File: config.mk
export PLATFORM = sky130hd
export DESIGN_NAME = code_programmer
export DESIGN_NICKNAME = d
export VERILOG_FILES = /design/src/rtl/code_programmer.sv
export SDC_FILE = /design/constraint.sdc
export NUM_CORES = 1
export LEC_CHECK = 0
export CAP_MARGIN = 5
export CORE_MARGIN = 8
export CORE_UTILIZATION = 33
export DETAILED_ROUTE_END_ITERATION = 8
export SLEW_MARGIN = 30
export SYNTH_ARGS = -nofsm -noshare
export SYNTH_HDL_FRONTEND = slang
export SYNTH_SLANG_ARGS = --single-unit
File: constraint.sdc
create_clock -name clk -period 5 [get_ports clk]
set_input_delay 1.5 -clock clk [delete_from_list [all_inputs] [get_ports clk]]
set_output_delay 1.5 -clock clk [all_outputs]
set_load 0.01 [all_outputs]
File: src/rtl/code_programmer.sv
// Writer side of the code-check path: operator reprograms the four 4-bit accept codes behind a master code.
// Optional build macro DUPLICATE_CHECK_EN rejects a code already written earlier in the same session.
module code_programmer #(
  parameter logic [3:0] MASTER = 4'b1111,
  parameter logic [3:0] DEF0   = 4'b0101,
  parameter logic [3:0] DEF1   = 4'b1011,
  parameter logic [3:0] DEF2   = 4'b0001,
  parameter logic [3:0] DEF3   = 4'b1000
) (
  input  logic        clk,
  input  logic        reset,
  input  logic [3:0]  data,
  input  logic        select,
  input  logic        prog,
  output logic [15:0] codes,
  output logic [1:0]  slot,
  output logic [2:0]  status,
  output logic        done
);

  localparam int unsigned CODE_W = 4;
  localparam int unsigned SLOTS  = 4;

  typedef enum logic [2:0] {
    S_IDLE   = 3'd0,
    S_AUTH   = 3'd1,
    S_PROG   = 3'd2,
    S_COMMIT = 3'd3,
    S_ERROR  = 3'd4
  } state_t;

  state_t state, next_state;

  logic sel_ff1, sel_ff2, prog_ff1, prog_ff2;
  logic sel_fall, prog_rise, prog_lvl;
  logic dup_hit;
  logic [2:0] status_d;
  logic       done_d;
  logic [SLOTS-1:0][CODE_W-1:0] shadow;

  // Two-flop synchronizers; select idles high so reset cannot fake a press
  always_ff @(posedge clk or posedge reset) begin
    if (reset) begin
      sel_ff1  <= 1'b1;
      sel_ff2  <= 1'b1;
      prog_ff1 <= 1'b0;
      prog_ff2 <= 1'b0;
    end else begin
      sel_ff1  <= select;
      sel_ff2  <= sel_ff1;
      prog_ff1 <= prog;
      prog_ff2 <= prog_ff1;
    end
  end

  assign sel_fall  = sel_ff2 & ~sel_ff1;
  assign prog_rise = ~prog_ff2 & prog_ff1;
  assign prog_lvl  = prog_ff1;

  always_comb begin
    dup_hit = 1'b0;
`ifdef DUPLICATE_CHECK_EN
    for (int i = 0; i < int'(SLOTS); i++) begin
      if ((2'(i) < slot) && (shadow[i] == data)) dup_hit = 1'b1;
    end
`endif
  end

  always_ff @(posedge clk or posedge reset) begin
    if (reset) state <= S_IDLE;
    else       state <= next_state;
  end

  // Abort (prog dropped) outranks a same-cycle press
  always_comb begin
    next_state = state;
    case (state)
      S_IDLE: if (prog_rise) next_state = S_AUTH;
      S_AUTH: begin
        if (!prog_lvl)     next_state = S_IDLE;
        else if (sel_fall) next_state = (data == MASTER) ? S_PROG : S_ERROR;
      end
      S_PROG: begin
        if (!prog_lvl)          next_state = S_IDLE;
        else if (sel_fall) begin
          if (dup_hit)          next_state = S_ERROR;
          else if (slot == 2'd3) next_state = S_COMMIT;
        end
      end
      S_COMMIT: next_state = S_IDLE;
      S_ERROR:  if (!prog_lvl) next_state = S_IDLE;
      default:  next_state = S_IDLE;
    endcase
  end

  always_comb begin
    status_d = 3'b001;
    done_d   = 1'b0;
    case (next_state)
      S_AUTH, S_PROG: status_d = 3'b010;
      S_COMMIT: begin
        status_d = 3'b010;
        done_d   = 1'b1;
      end
      S_ERROR:  status_d = 3'b100;
      default:  status_d = 3'b001;
    endcase
  end

  always_ff @(posedge clk or posedge reset) begin
    if (reset) begin
      status <= 3'b001;
      done   <= 1'b0;
    end else begin
      status <= status_d;
      done   <= done_d;
    end
  end

  // Working copy in shadow; codes only moves on the cycle after the last slot lands
  always_ff @(posedge clk or posedge reset) begin
    if (reset) begin
      codes  <= {DEF3, DEF2, DEF1, DEF0};
      shadow <= {DEF3, DEF2, DEF1, DEF0};
      slot   <= 2'd0;
    end else begin
      case (state)
        S_AUTH: begin
          if (!prog_lvl) begin
            slot   <= 2'd0;
            shadow <= codes;
          end else if (sel_fall && (data == MASTER)) begin
            slot <= 2'd0;
          end
        end
        S_PROG: begin
          if (!prog_lvl) begin
            slot   <= 2'd0;
            shadow <= codes;
          end else if (sel_fall && !dup_hit) begin
            shadow[slot] <= data;
            slot         <= slot + 2'd1;
          end
        end
        S_COMMIT: codes <= shadow;
        S_ERROR: begin
          if (!prog_lvl) begin
            slot   <= 2'd0;
            shadow <= codes;
          end
        end
        default: ;
      endcase
    end
  end

endmodule
==> results.sh <==
export IMPL_synthArstFlopShare=1.000
export IMPL_clk_insertion_delay_late_ns=0.31
export IMPL_htreeDepth=2
export IMPL_max_freq_mhz=341.8
export IMPL_p_switching_uw=194.5
export IMPL_maxCapViolations=0
export IMPL_antenna_found_initial=0
export IMPL_cts_hold_buffers=0
export IMPL_rows=29
export IMPL_fin_total_pwr_uw=720.3
export IMPL_ys_flop_type="dfrtp_1"
export IMPL_rr_worst_depth=4
export IMPL_power_density_nw_per_um2=282.9
export IMPL_layout_common_cells="clkdlybuf4s50_1 (29), dfrtp_1 (28), a22o_1 (17), dfstp_2 (17)"
export IMPL_crit_fanout=3
export IMPL_final_max_slew_violation_count=0
export IMPL_r2r_end="shadow[10]"
export IMPL_period_minus_slack_ns=2.926
export IMPL_grt_pass1_vias=1501
export IMPL_dp_hpwl_um=3228
export IMPL_power_frac_clock=0.339
export IMPL_fin_ws_ns=2.074
export IMPL_layout_cells_non_filler=270
export IMPL_initial_core_util=0.3395
export IMPL_cts_tree="done"
export IMPL_syn_nets=178
export IMPL_n_antenna_cell=0
export IMPL_die_x_um=96.83
export IMPL_yosys_warnings=0
export IMPL_top_layer="met4"
export IMPL_slew_headroom=0.4976
export IMPL_crit_family="flip-flops"
export IMPL_hold_path_class="reg -> reg"
export IMPL_critical_path_class="reg -> out"
export IMPL_drc=0
export IMPL_slowest_stage="dfstp_2"
export IMPL_vias=1471
export IMPL_synth_top_cell_by_area="dfrtp_1"
export IMPL_tns_ns=0
export IMPL_wl_met3_um=185
export IMPL_syn_cell_area_um2=2156
export IMPL_total_leakage_power_uw=0.001055
export IMPL_ys_top_cells_by_area="dfrtp_1 (33%), dfstp_2 (21%), mux2_2 (8.4%)"
export IMPL_grt_pass1_wl_um=7845
export IMPL_cpPeakStageDelay_ns=0.57
export IMPL_status="finished, final reports clean"
export IMPL_p_int_uw=525.8
export IMPL_nets=204
export IMPL_max_clock_path_buffers=2
export IMPL_io_pins=30
export IMPL_crit_buf_inv=1
export IMPL_worst_setup_path_start_kind="register"
export IMPL_critPathCaptureType="output pin"
export IMPL_met1_length_um=2297
export IMPL_coreArea_um2=6350
export IMPL_die_y_um=96.83
export IMPL_cts_root_buffer="clkbuf_8"
export IMPL_wire_per_inst_um=17.44
export IMPL_routed_wl_um=4710
export IMPL_postLayoutCoreUtil=0.4010
export IMPL_peakVddDrop_uv=136.0
export IMPL_die_area_um2=9375
export IMPL_gr_usage_all_layers=0.1017
export IMPL_post_cts_setup_buffers=0
export IMPL_crit_start="codes[0]"
export IMPL_wl_met2_um=2111
export IMPL_worst_pin_slew_ns=0.7535
export IMPL_crit_path_cell_trace="clkdlybuf4s50_1"
export IMPL_post_place_ws_ns=1.953
export IMPL_endpoint="codes[0]"
export IMPL_ant_nets=0
export IMPL_rsz0062_at_grt="false"
export IMPL_seqPwrFrac=0.556
export IMPL_avgSynthCellArea_um2=12.99
export IMPL_synth_cell_types=33
export IMPL_r2r_slack_ns=2.86
export IMPL_vias_per_cell=5.448
export IMPL_syn_inst=166
export IMPL_grt_overflow=0
export IMPL_drt_iter0_markers=98
export IMPL_hold_viol=0
export IMPL_placed_cells=262
export IMPL_final_common_cell="clkdlybuf4s50_1"
export IMPL_path_depth=1
export IMPL_gp_congestion=0.7661
export IMPL_port_buffers=29
export IMPL_numCtsBuffers=5
export IMPL_drive_gt1_frac=0.2435
export IMPL_drt_pass1_iterations=4
export IMPL_finalClockSkew_ns=0.009534
export IMPL_synth_seq_area_share=0.5322
export IMPL_setup_viol=0
export IMPL_path_clk_slew_ns=0.10
export IMPL_cts_resized=0
export IMPL_reg2reg_from="state[0]"
export IMPL_synth_top_cell_area_share=0.3250
export IMPL_required_ns=3.50
export IMPL_ys_ff_latch=45
export IMPL_finalCritPeriodShare=0.5851
export IMPL_arrival_ns=1.43
export IMPL_swShare=0.2701
export IMPL_grt_max_degree=46
export IMPL_power_frac_comb=0.106
export IMPL_area_growth_pct=18.11
export IMPL_synth_edf_count=0
export IMPL_clkSinkCount=45
==> power by group through the flow <==
stage	clock, uW	sequential (uW)	combinational, uW
2_1_floorplan	0	402	62.3
3_3_place_gp	0	406	75.4
3_5_place_dp	0	407	75.8
4_1_cts	253	400	76.5
5_1_grt	266	403	84.4
6_report	244	400	76.0
==> through the flow <==
step	cell area (um^2)	hold slack, ns
5_1_grt	2546	0.3909
2_1_floorplan	2156	0.3591
6_report	2546	0.3785
3_3_place_gp	2445	0.3675
3_5_place_dp	2449	0.3676
4_1_cts	2546	0.3818
==> cells by family after synthesis <==
logic type,Yosys count,synth area share
mux,18,0.09286
fa+ha+maj,4,0.02322
flops,45,0.5322
compound gates,48,0.1950
buf+inv,17,0.05920
xor+xnor,1,0.004063
simple gates,33,0.09344
==> synthesized netlist by cell type (3+ instances only) <==
master / n
inv_1: 6
dfstp_2: 17
mux2_2: 16
nor2_1: 6
nand2b_1: 3
ha_1: 4
a32o_1: 16
dfrtp_1: 28
and2_1: 4
buf_6: 6
a22o_1: 17
nand2_1: 5
a21oi_1: 4
o21ai_0: 4
o22ai_1: 4
==> worst min-delay path by stage <==
stage | startpoint | endpoint | cells past startpoint
3_3_place_gp | sel_ff1 | sel_ff2 | 0
4_1_cts | sel_ff1 | sel_ff2 | 0
6_report | sel_ff1 | sel_ff2 | 0
5_1_grt | sel_ff1 | sel_ff2 | 0
2_1_floorplan | sel_ff1 | sel_ff2 | 0
3_5_place_dp | sel_ff1 | sel_ff2 | 0
==> sequential cells by signal (all words and copies together) (netlist names) <==
register  cells
sel_ff2       1
status        3
codes        16
done          1
state         3
prog_ff2      1
sel_ff1       1
prog_ff1      1
shadow       16
slot          2
==> per-layer routing <==
metal	track usage	vias to the layer above
met4	0.05089	0
li1	-	681
met1	0.1301	747
met3	0.03129	8
met2	0.1505	35
met5	0	-
==> area by class of cell <==
type	instances	area, um^2
Fill cell	613	3804
Multi-Input combinational cell	104	884.6
Clock inverter	3	28.78
Clock buffer	5	68.82
Inverter	6	22.52
Tap cell	77	96.34
Sequential cell	45	1147
Timing Repair Buffer	30	297.8
(Power assumes the default switching activity.)
==> edit: new RTL, same settings <==
The option `DUPLICATE_CHECK_EN` is turned on by a define.
--- a/src/rtl/code_programmer.sv
+++ b/src/rtl/code_programmer.sv
@@ -2,2 +2,4 @@
 // Optional build macro DUPLICATE_CHECK_EN rejects a code already written earlier in the same session.
+`define DUPLICATE_CHECK_EN
+
 module code_programmer #(
Function: changed (a bounded check fails within 10 cycles, from zero or initial values and one cycle with reset high).
==> edit against the original RTL <==
  * Routed wire length grew 29%
  * Cell area grew 17%
  * Sequential share of layout area decreased by 6.6 points
  * Setup slack worse by 0.71 ns
  * Sequential cell count did not move
  * Critical path depth rose by 5
  * Die area grew 15%
  * Area after synthesis rose by 18%
  * Largest cell class is now multi-input gates
  * Highest routed layer unchanged
Power is not compared: it rests on default switching activity, and its combinational part moved more than twofold at a synthesized area within 25%.
==> edit: results (changes against the original RTL) <==
POSTROUTEANTENNANETS=0  # unchanged
CLKSLEWWORSTSETUPHOLDPATHS_NS=0.08  # was 0.10 ns
GRT_FIRST_PASS_WIRELENGTH_UM=10200  # was 7850 µm
DRT_FIRST_ITER_VIOLATIONS=134  # was 98
SYN-NUM-NETS=253  # was 178
SYNTH_SEQUENTIAL_AREA_RATIO_PCT=45.0  # was 53.2%
R2R-START='sel_ff2'  # was state[0]
FINISH.NET_COUNT=274  # was 204
ROUTE.DETAILED.WL_PER_INST_UM=16.7  # was 17.4 µm
CRITICAL_PATH_ARRIVAL_NS=3.83  # was 1.43 ns
H-TREE-DEPTH=2  # unchanged
TIGHTESTPINTRANSITION_NS=0.885  # was 0.753 ns
TIMING.CRITICAL_PATH.SLOWEST_STAGE_CELL='clkdlybuf4s50_1'  # was dfstp_2
IRDROPWORSTVDD_mV=0.127
SYNTH_COMMON_CELLS='dfrtp_1, nor2_1'  # was dfrtp_1, a22o_1, dfstp_2, a32o_1, mux2_2
WORST_PATH_DOMINANT_CELL_FAMILY='simple AND/OR/NAND/NOR gates'  # was flip-flops
GRT_UTIL_ALL_LAYERS_PCT=11.4  # was 10.2%
POSTSYNTH.ASYNCRESETSHARE_PCT=100  # unchanged
GP_ROUTABILITY_CONGESTION=0.821  # was 0.766
WORST_PATH_LARGEST_CELL_DELAY_NS=0.79  # was 0.57 ns
NETLIST_TOP_CELLS_AREA='dfrtp_1, dfstp_2, mux2_2'  # unchanged
P_LEAK_uW=0.00110
REG2REG_TO='shadow[7]'  # was shadow[10]
DR_TOTAL_VIAS=1957  # was 1471
POST-DP-HPWL_UM=4110  # was 3230 µm
NUMBER_OF_ANTENNA_VIOLATIONS_AT_THE_FIRST_CHECK_IN_GLOBAL_ROUTING=0  # unchanged
CLOCK_TREE.BUFFER_DEPTH=2  # unchanged
SETUP.REG_TO_REG.WORST_SLACK_NS=2.63  # was 2.86 ns
SKEW_NS=0.0100  # was 0.00953 ns
LAYOUT-DRIVE-GT1-SHARE_PCT=20.5  # was 24.4%
RUN_STATUS='finished, final reports clean'  # unchanged
NETLIST-CELL-TYPE-COUNT=43  # was 33
edit: worst max path at each step:
stage	from	end	slack, ns	cells after the start
after detailed placement	data[3]	shadow[5]	1.06	6
after global routing	data[3]	shadow[7]	1.21	6
final	data[3]	shadow[7]	1.37	6
after floorplan	data[0]	shadow[10]	2.23	7
after CTS	data[3]	shadow[7]	1.36	6
after global placement	data[3]	shadow[15]	1.12	6
edit: layout make-up:
type                    count  area, µm²
clock buffers               7       86.3
clock inverters             1       30.0
flip-flops and latches     45       1150
fillers                   763       4620
repair buffers             31        305
multi-input cells         169       1250
inverters                  10       38.8
well taps                 102        128
edit: cell families after synthesis:
logic type               synth area share (%)
XOR/XNOR                                 3.78
flip-flops                               45.0
buffers and inverters                    6.03
adder cells (fa/ha/maj)                  1.96
multiplexers                             6.62
AO/OA/AOI/OAI                            18.3
AND/OR/NAND/NOR                          18.3
edit: stage by stage:
step / std cells / worst slack, ns / cell area [µm²] / hold slack, ns
3_5_place_dp: 357 / 1.06 / 2870 / 0.362
2_1_floorplan: 241 / 2.23 / 2550 / 0.358
5_1_grt: 365 / 1.21 / 2990 / 0.381
3_3_place_gp: 357 / 1.12 / 2870 / 0.362
6_report: 365 / 1.37 / 2990 / 0.372
4_1_cts: 365 / 1.36 / 2980 / 0.374
edit: power groups by stage:
| stage | clock, µW | combinational, µW | sequential [µW] |
|---|---|---|---|
| detailed placement | 0 | 175 | 473 |
| floorplan | 0 | 133 | 462 |
| global route | 304 | 193 | 474 |
| global placement | 0 | 170 | 473 |
| CTS | 295 | 176 | 466 |
| finish | 285 | 174 | 467 |
edit: worst register-to-register path: stages, from the launching register on:
cell and delay (ns):
dfstp_2 0.53, nor2b_1 0.46, o21a_1 0.25, nand4_1 0.65, o32ai_1 0.38
edit: metal layers:
layer,vias to the layer above,wire length (µm),GRT usage [%]
met2,51,2740,17.0
li1,928,-,-
met1,973,2960,15.5
met3,5,328,2.79
met4,0,63,4.03
met5,-,0,0
